### src/rtl/regfile_seq_pkg.sv
// Shared definitions for the register-file micro-op sequencer.
//   - default word / address widths
//   - FSM state encoding (IDLE, EXEC, WRITE, DONE)
//   - 2-bit op codes: ADD, SUB, AND, LOADI
package regfile_seq_pkg;

  localparam int DATA_W_DEF = 2;
  localparam int ADDR_W_DEF = 1;

  typedef enum logic [1:0] {
    IDLE  = 2'd0,
    EXEC  = 2'd1,
    WRITE = 2'd2,
    DONE  = 2'd3
  } seq_state_e;

  localparam logic [1:0] OP_ADD   = 2'b00;
  localparam logic [1:0] OP_SUB   = 2'b01;
  localparam logic [1:0] OP_AND   = 2'b10;
  localparam logic [1:0] OP_LOADI = 2'b11;

endpackage

### src/rtl/seq_alu.sv
// Combinational ALU for the sequencer.
// Ports:
//   op_i      2-bit op code (ADD/SUB/AND/LOADI)
//   a_i, b_i  operands from the two RAM read ports
//   imm_i     immediate for LOADI
//   result_o  DATA_W-bit result, wraps modulo 2**DATA_W
//   carry_o   carry-out for ADD, not-borrow for SUB, 0 otherwise
module seq_alu
  import regfile_seq_pkg::*;
#(
  parameter int DATA_W = DATA_W_DEF
) (
  input  logic [1:0]        op_i,
  input  logic [DATA_W-1:0] a_i,
  input  logic [DATA_W-1:0] b_i,
  input  logic [DATA_W-1:0] imm_i,
  output logic [DATA_W-1:0] result_o,
  output logic              carry_o
);

  logic [DATA_W:0] sum;

  always_comb begin
    sum      = '0;
    result_o = '0;
    carry_o  = 1'b0;
    case (op_i)
      OP_ADD: begin
        sum      = {1'b0, a_i} + {1'b0, b_i};
        result_o = sum[DATA_W-1:0];
        carry_o  = sum[DATA_W];
      end
      OP_SUB: begin
        // two's-complement subtract; the top bit is the not-borrow flag
        sum      = {1'b0, a_i} + {1'b0, ~b_i} + {{DATA_W{1'b0}}, 1'b1};
        result_o = sum[DATA_W-1:0];
        carry_o  = sum[DATA_W];
      end
      OP_AND:   result_o = a_i & b_i;
      default:  result_o = imm_i;
    endcase
  end

endmodule

### src/rtl/regfile_op_sequencer.sv
// Single-issue micro-op sequencer driving a 2-read/1-write register RAM.
// Accepts an instruction (valid/ready), reads two sources in EXEC,
// registers the ALU result, writes it back in WRITE, then presents it
// downstream in DONE until out_ready.
//
// Optional: define SEQ_OP_COUNT_EN to add op_count, an 8-bit saturating
// count of completed instructions (DONE->IDLE transfers).
//
// Ports:
//   clk, reset                     clock, async active-high reset
//   in_valid/in_ready, in_op/rd/rs1/rs2/imm   instruction input
//   out_valid/out_ready, out_result/out_carry result output
//   Write_*, Read_Address_*        RAM write and read ports
//   Read_Data_1/2                  RAM combinational read data
//
// state | meaning
// IDLE  | ready for an instruction
// EXEC  | sources read, ALU result registered
// WRITE | result written to RAM[rd]
// DONE  | result presented downstream, wait for out_ready
module regfile_op_sequencer
  import regfile_seq_pkg::*;
#(
  parameter int DATA_W = DATA_W_DEF,
  parameter int ADDR_W = ADDR_W_DEF
) (
`ifdef SEQ_OP_COUNT_EN
  output logic [7:0]        op_count,
`endif
  input  logic              clk,
  input  logic              reset,
  input  logic              in_valid,
  output logic              in_ready,
  input  logic [1:0]        in_op,
  input  logic [ADDR_W-1:0] in_rd,
  input  logic [ADDR_W-1:0] in_rs1,
  input  logic [ADDR_W-1:0] in_rs2,
  input  logic [DATA_W-1:0] in_imm,
  output logic              out_valid,
  input  logic              out_ready,
  output logic [DATA_W-1:0] out_result,
  output logic              out_carry,
  output logic [DATA_W-1:0] Write_Data,
  output logic [ADDR_W-1:0] Write_Address,
  output logic              Write_Enable,
  output logic [ADDR_W-1:0] Read_Address_1,
  output logic [ADDR_W-1:0] Read_Address_2,
  input  logic [DATA_W-1:0] Read_Data_1,
  input  logic [DATA_W-1:0] Read_Data_2
);

  seq_state_e state_q, state_d;

  logic [1:0]        op_q;
  logic [ADDR_W-1:0] rd_q, rs1_q, rs2_q;
  logic [DATA_W-1:0] imm_q;
  logic [DATA_W-1:0] result_q;
  logic              carry_q;
  logic [DATA_W-1:0] alu_result;
  logic              alu_carry;
  logic              accept;

  assign accept = in_valid && (state_q == IDLE);

  seq_alu #(.DATA_W(DATA_W)) u_alu (
    .op_i     (op_q),
    .a_i      (Read_Data_1),
    .b_i      (Read_Data_2),
    .imm_i    (imm_q),
    .result_o (alu_result),
    .carry_o  (alu_carry)
  );

  always_ff @(posedge clk or posedge reset) begin
    if (reset) state_q <= IDLE;
    else       state_q <= state_d;
  end

  always_comb begin
    state_d = state_q;
    case (state_q)
      IDLE:    if (in_valid) state_d = EXEC;
      EXEC:    state_d = WRITE;
      WRITE:   state_d = DONE;
      DONE:    if (out_ready) state_d = IDLE;
      default: state_d = IDLE;
    endcase
  end

  always_comb begin
    in_ready       = (state_q == IDLE);
    out_valid      = (state_q == DONE);
    Write_Enable   = (state_q == WRITE);
    Write_Address  = (state_q == WRITE) ? rd_q : '0;
    Write_Data     = (state_q == WRITE) ? result_q : '0;
    Read_Address_1 = (state_q == EXEC) ? rs1_q : '0;
    Read_Address_2 = (state_q == EXEC) ? rs2_q : '0;
  end

  assign out_result = result_q;
  assign out_carry  = carry_q;

  always_ff @(posedge clk or posedge reset) begin
    if (reset) begin
      op_q     <= '0;
      rd_q     <= '0;
      rs1_q    <= '0;
      rs2_q    <= '0;
      imm_q    <= '0;
      result_q <= '0;
      carry_q  <= 1'b0;
    end else begin
      if (accept) begin
        op_q  <= in_op;
        rd_q  <= in_rd;
        rs1_q <= in_rs1;
        rs2_q <= in_rs2;
        imm_q <= in_imm;
      end
      if (state_q == EXEC) begin
        result_q <= alu_result;
        carry_q  <= alu_carry;
      end
    end
  end

`ifdef SEQ_OP_COUNT_EN
  logic [7:0] count_q;

  always_ff @(posedge clk or posedge reset) begin
    if (reset) count_q <= '0;
    else if (state_q == DONE && out_ready && count_q != 8'hFF)
      count_q <= count_q + 8'd1;
  end

  assign op_count = count_q;
`endif

endmodule

### config.mk
export PLATFORM = sky130hd
export DESIGN_NAME = regfile_op_sequencer
export DESIGN_NICKNAME = d
export VERILOG_FILES = /design/src/rtl/regfile_seq_pkg.sv /design/src/rtl/seq_alu.sv /design/src/rtl/regfile_op_sequencer.sv
export SDC_FILE = /design/constraint.sdc
export NUM_CORES = 1
export LEC_CHECK = 0
export ABC_AREA = 1
export BUFFER_PORTS_ARGS = -buffer_cell sky130_fd_sc_hd__buf_2
export CAP_MARGIN = 0
export CORE_MARGIN = 1
export CORE_UTILIZATION = 48
export DETAILED_ROUTE_END_ITERATION = 6
export GPL_ROUTABILITY_DRIVEN = 0
export MAX_ROUTING_LAYER = met4
export PLACE_DENSITY = 0.81
export SETUP_SLACK_MARGIN = 0.15
export SLEW_MARGIN = 20
export SYNTH_ARGS = -nofsm -noshare
export SYNTH_HDL_FRONTEND = slang
export SYNTH_HIERARCHICAL = 1
export SYNTH_SLANG_ARGS = --single-unit
### constraint.sdc
create_clock -name clk -period 1.55 [get_ports clk]
set_clock_uncertainty 0.15 [all_clocks]
set_input_delay 0.31 -clock clk [delete_from_list [all_inputs] [get_ports clk]]
set_output_delay 0.31 -clock clk [all_outputs]
set_load 0.1 [all_outputs]
## Yosys cells after proc, flatten, opt, wreduce, memory -nomap -nowiden

Cells that the tools add are included.

| operators by class | value |
|---|---|
| $add $sub $neg | 3 |
| equality and inequality tests | 7 |
| muxes and demuxes | 9 |
| bitwise gates (word level) | 2 |
| reduce and logical (&&, ||, !) cells | 4 |

Operator list:

| operator | count |
|---|---|
| $pmux 2 s4 | 1 |
| $add 2x2->3 | 2 |
| $eq 2x2->1 const B | 3 |
| $mux 2 | 3 |
| $pmux 2 s3 | 1 |
| $eq 2x1->1 const B | 2 |
| $logic_not 2->1 | 2 |
| $add 3x1->3 const B | 1 |
| $mux 1 | 3 |
| $and 2x2->2 | 1 |
| $ne 2x1->1 const B | 1 |
| $ne 2x2->1 const B | 1 |
| $not 2->2 | 1 |
| $pmux 1 s2 | 1 |
| $reduce_and 2->1 | 1 |
| $logic_and 1x1->1 | 1 |

| word-level totals | value |
|---|---|
| register bits after elaboration | 12 |
| bits of input ports | 15 |
| output and inout port bits | 11 |
| logic and storage cells | 33 |

## Depth between registers and ports, before layout

| logic depth | value |
|---|---|
| depth in word-level cells | 4 |
| gate-level depth with buffers | 8 |
| depth with buffers taken out | 8 |

## Cells and area by module

Netlist, hierarchy kept.

Modules (own cells, without submodules):

| module | times used | cells an instance | area each (sq um) | seq. area each (sq um) |
|---|---|---|---|---|
| regfile_op_sequencer | 1 | 77 | 629.4 | 300.3 |
| seq_alu | 1 | 22 | 155.1 | 0.0 |

## Least setup slack after synthesis

No wires, ideal clock.

| timing | value |
|---|---|
| path type | register to output |
| from | register result_q[0] (netlist: out_result[0]) |
| to | output Write_Data[0] |
| data arrival time | 1.640 ns |
| data required time | 1.090 ns |
| slack | -0.550 ns |
| stages on the path, launching flop included | 3 |
| buffers on the path | 0 |
| path through | dfrtp_1 nand2_1 inv_1 |

| between the ends | value |
|---|---|
| word-level cells in the longest chain between the ends | 1 |

Ends and longest elaborated chain:

| item | line | RTL |
|---|---|---|
| start: declaration | regfile_op_sequencer.sv:57 | `logic [DATA_W-1:0] result_q;` |
| start signal: assignment | regfile_op_sequencer.sv:121 | `result_q <= alu_result;` |
| $mux 2 | regfile_op_sequencer.sv:95 | `Write_Data = (state_q == WRITE) ? result_q : '0;` |
| end: declaration | regfile_op_sequencer.sv:43 | `output logic [DATA_W-1:0] Write_Data,` |

No other way between the ends.

## Final worst setup path

| timing | value |
|---|---|
| from | register state_q[0] |
| to | output Write_Data[0] |

| between the ends | value |
|---|---|
| word-level cells in the longest chain between the ends | 2 |

Ends and longest elaborated chain:

| item | line | RTL |
|---|---|---|
| start: declaration | regfile_op_sequencer.sv:52 | `seq_state_e state_q, state_d;` |
| start signal: assignment | regfile_op_sequencer.sv:76 | `else state_q <= state_d;` |
| $eq 2x2->1 | regfile_op_sequencer.sv:95 |  |
| $mux 2 | regfile_op_sequencer.sv:95 |  |

No other way between the ends.

==> qor.csv <==
metric,value,unit
status,finished with violations,
failing checks,negative setup slack,
DRC violations left,0,
vias in the first global route,853,
CTS H-tree depth,1,
Overflow after GRT,0,
FF-to-FF path depth,9,
Yosys reg bits,12,
total power,3530,uW
Worst-Margin Slew,0.480,ns
Chip Width,42.4,um
RSZ-0062 raised after global routing,yes,
worst-skew pair later-pin latency,0.29,ns
synthesized area per cell,7.92,sq um
full die area,1800,sq um
Hold Startpoint,in_imm[0],
Inserted Diodes,0,
area growth from synthesis to layout,80.2,%
clk slew on worst S/H paths,0.09,ns
Final #Nets,162,
maximum fanout along the worst path,3,
CTS tree,done,
drt pass-1 iters,4,
Internal,1660,uW
detailed-route wire length per cell,16.5,um
Synth async-reset ratio,100,%
share of the synthesized area in the top cell type,38.3,%
GRT Overall Usage,28.1,%
worst min path class,input pin to flop,
fmax,563,MHz
Worst slew margin,67.9,%
endpoint class of the critical path,output pin,
Core Box Area,1520,sq um
Placed Cells,140,
clk sinks,12,
Synth cell types,16,
IO Count,26,
Final Hold Fails,0,
final core utilization,92.8,%
Rows,14,
Yosys Warn Count,6,
largest area contributor in the netlist,dfrtp_1,
Routed WL,2510,um
hold_ws,0.0943,ns
dpl cell area,1180,sq um
max-slew violations,0,
Routed Antenna Nets,0,
Worst R2R Start,state_q[0],
most common cell in the synthesized netlist,nand2_1,
synth cell count leaders,"nand2_1, inv_1, nand3_1",
Syn Nets,124,
Sequential Power Share,19.2,%
final critical-path required period,1.78,ns
Worst Hold End,imm_q[0],
Setup WS post-layout,-0.227,ns
global-route wire length before repair,3630,um
Clock Tree Buf Depth,2,
Critical Path AT,1.32,ns
cts bufs inserted,3,
sequential area share after synthesis,38.3,%
Pwr Density,2500,nW/um^2
via/cell ratio,5.30,
critical path class,flop to output pin,
Synth Cell Area,785,sq um
Main synth FF type,dfrtp_1,
I/O Buffers,25,
initial antenna violation count,0,
Final period util,115,%
Final Cell Area,1410,sq um
initial detailed-routing violation count,12,
r2r setup slk,-0.03,ns
Critical Path Source Type,flop,
Gate Count Post-Synth,99,
clock share of power,7.6,%
final-report setup violation count,9,
peak supply drop,2160,uV
"Req. time, crit path",1.09,ns
Final HPWL DP,1330,um
switch share,52.8,%
layout cell share with drive strength beyond 1,55.9,%
leakage power,0.000675,uW
Post-synth EDFFs,0,
total number of vias,806,
largest net degree at the start of global routing,13,
Initial Utilization,51.5,%
dominant cells by area after synthesis,"dfrtp_1, nand2_1, ha_1",
switching power,1860,uW
FF-to-FF End,state_q[0],
Worst Hold Depth,3,
Max Cap Viol,0,
Non-Filler Instances,152,
Die Ht,42.4,um
Comb pwr share,73.2,%
clock root cell,clkbuf_4,
-- cell type report --
cell class / instances / area (sq um)
flip-flops and latches: 12 / 305
multi-input cells: 65 / 537
clock buffers: 4 / 36.3
well taps: 16 / 20.0
fillers: 52 / 110
inverters: 20 / 104
repair buffers: 35 / 412
-- cell usage in the layout (no fill, tap or decap), drive strengths merged --
master	count
dfrtp	12
bufbuf	1
ha	8
nand3	15
clkinvlp	5
dlygate4sd3	1
nand2	34
o21ai	3
o211ai	1
inv	15
clkbuf	4
fa	2
nand4	1
nor2	1
buf	33
-- per-layer routing --
metal	GRT usage (%)	routed length [um]	vias up
li1	-	-	374
met1	27.1	897	370
met2	53.8	1340	52
met3	7.76	179	10
met4	7.50	93	0
met5	-	0	-
-- flip-flops by register name, indices dropped and copies added (netlist names) --
| signal | count |
|---|---|
| imm_q | 2 |
| op_q | 2 |
| out_carry | 1 |
| out_result | 2 |
| rd_q | 1 |
| rs1_q | 1 |
| rs2_q | 1 |
| state_q | 2 |
-- cells by family (layout without fill, tap and decap cells) --
family,count (synthesis),count (layout),share of synthesized area (%)
AOI/OAI and AO/OA,4,4,2.87
adders and majority gates,10,10,17.9
buffers and inverters,22,59,12.3
DFF,12,12,38.3
and+or+nand+nor,51,51,28.7
-- critical path, cell delays in order, from the launching register on --
cell and delay (ns):
dfrtp_2 0.44, inv_4 0.06, ha_4 0.17, nand2_2 0.09
clkinvlp_4 0.11, buf_12 0.17
-- per-stage QoR --
| step | setup TNS [ns] | worst slack, ns |
|---|---|---|
| after floorplan | -0.311 | -0.0679 |
| after global placement | -0.0966 | -0.0875 |
| after detailed placement | -0.226 | -0.151 |
| after CTS | -1.29 | -0.172 |
| after global routing | -2.13 | -0.267 |
| final | -1.60 | -0.227 |
-- worst max-delay path by stage --
stage / startpoint / end / cells after the start
finish: state_q[0] / Write_Data[0] / 5
global route: state_q[0] / Write_Data[0] / 5
CTS: state_q[0] / Write_Data[1] / 5
detailed placement: Read_Data_1[0] / out_result[1] / 9
global placement: Read_Data_1[0] / out_result[1] / 9
floorplan: out_result[0] / Write_Data[0] / 2
-- power by group through the flow --
stage               clock [uW]  combinational [uW]  sequential [uW]
finish                     268                2580              678
floorplan                    0                1310              868
detailed placement           0                2140              657
global placement             0                2080              653
CTS                        253                2400              642
global route               281                2690              702
-- repair_timing --
item / 4_1_cts / 5_1_grt
buffers inserted: 4 / 2
pin swaps: 3 / 9
endpoints found under the setup margin: 11 / 19
gates resized for setup: 11 / 18
gates cloned: 1 / 0
hold buffers: 1 / 0
hold endpoints to repair: 12 / 0
Power figures use the tool's default switching activity.
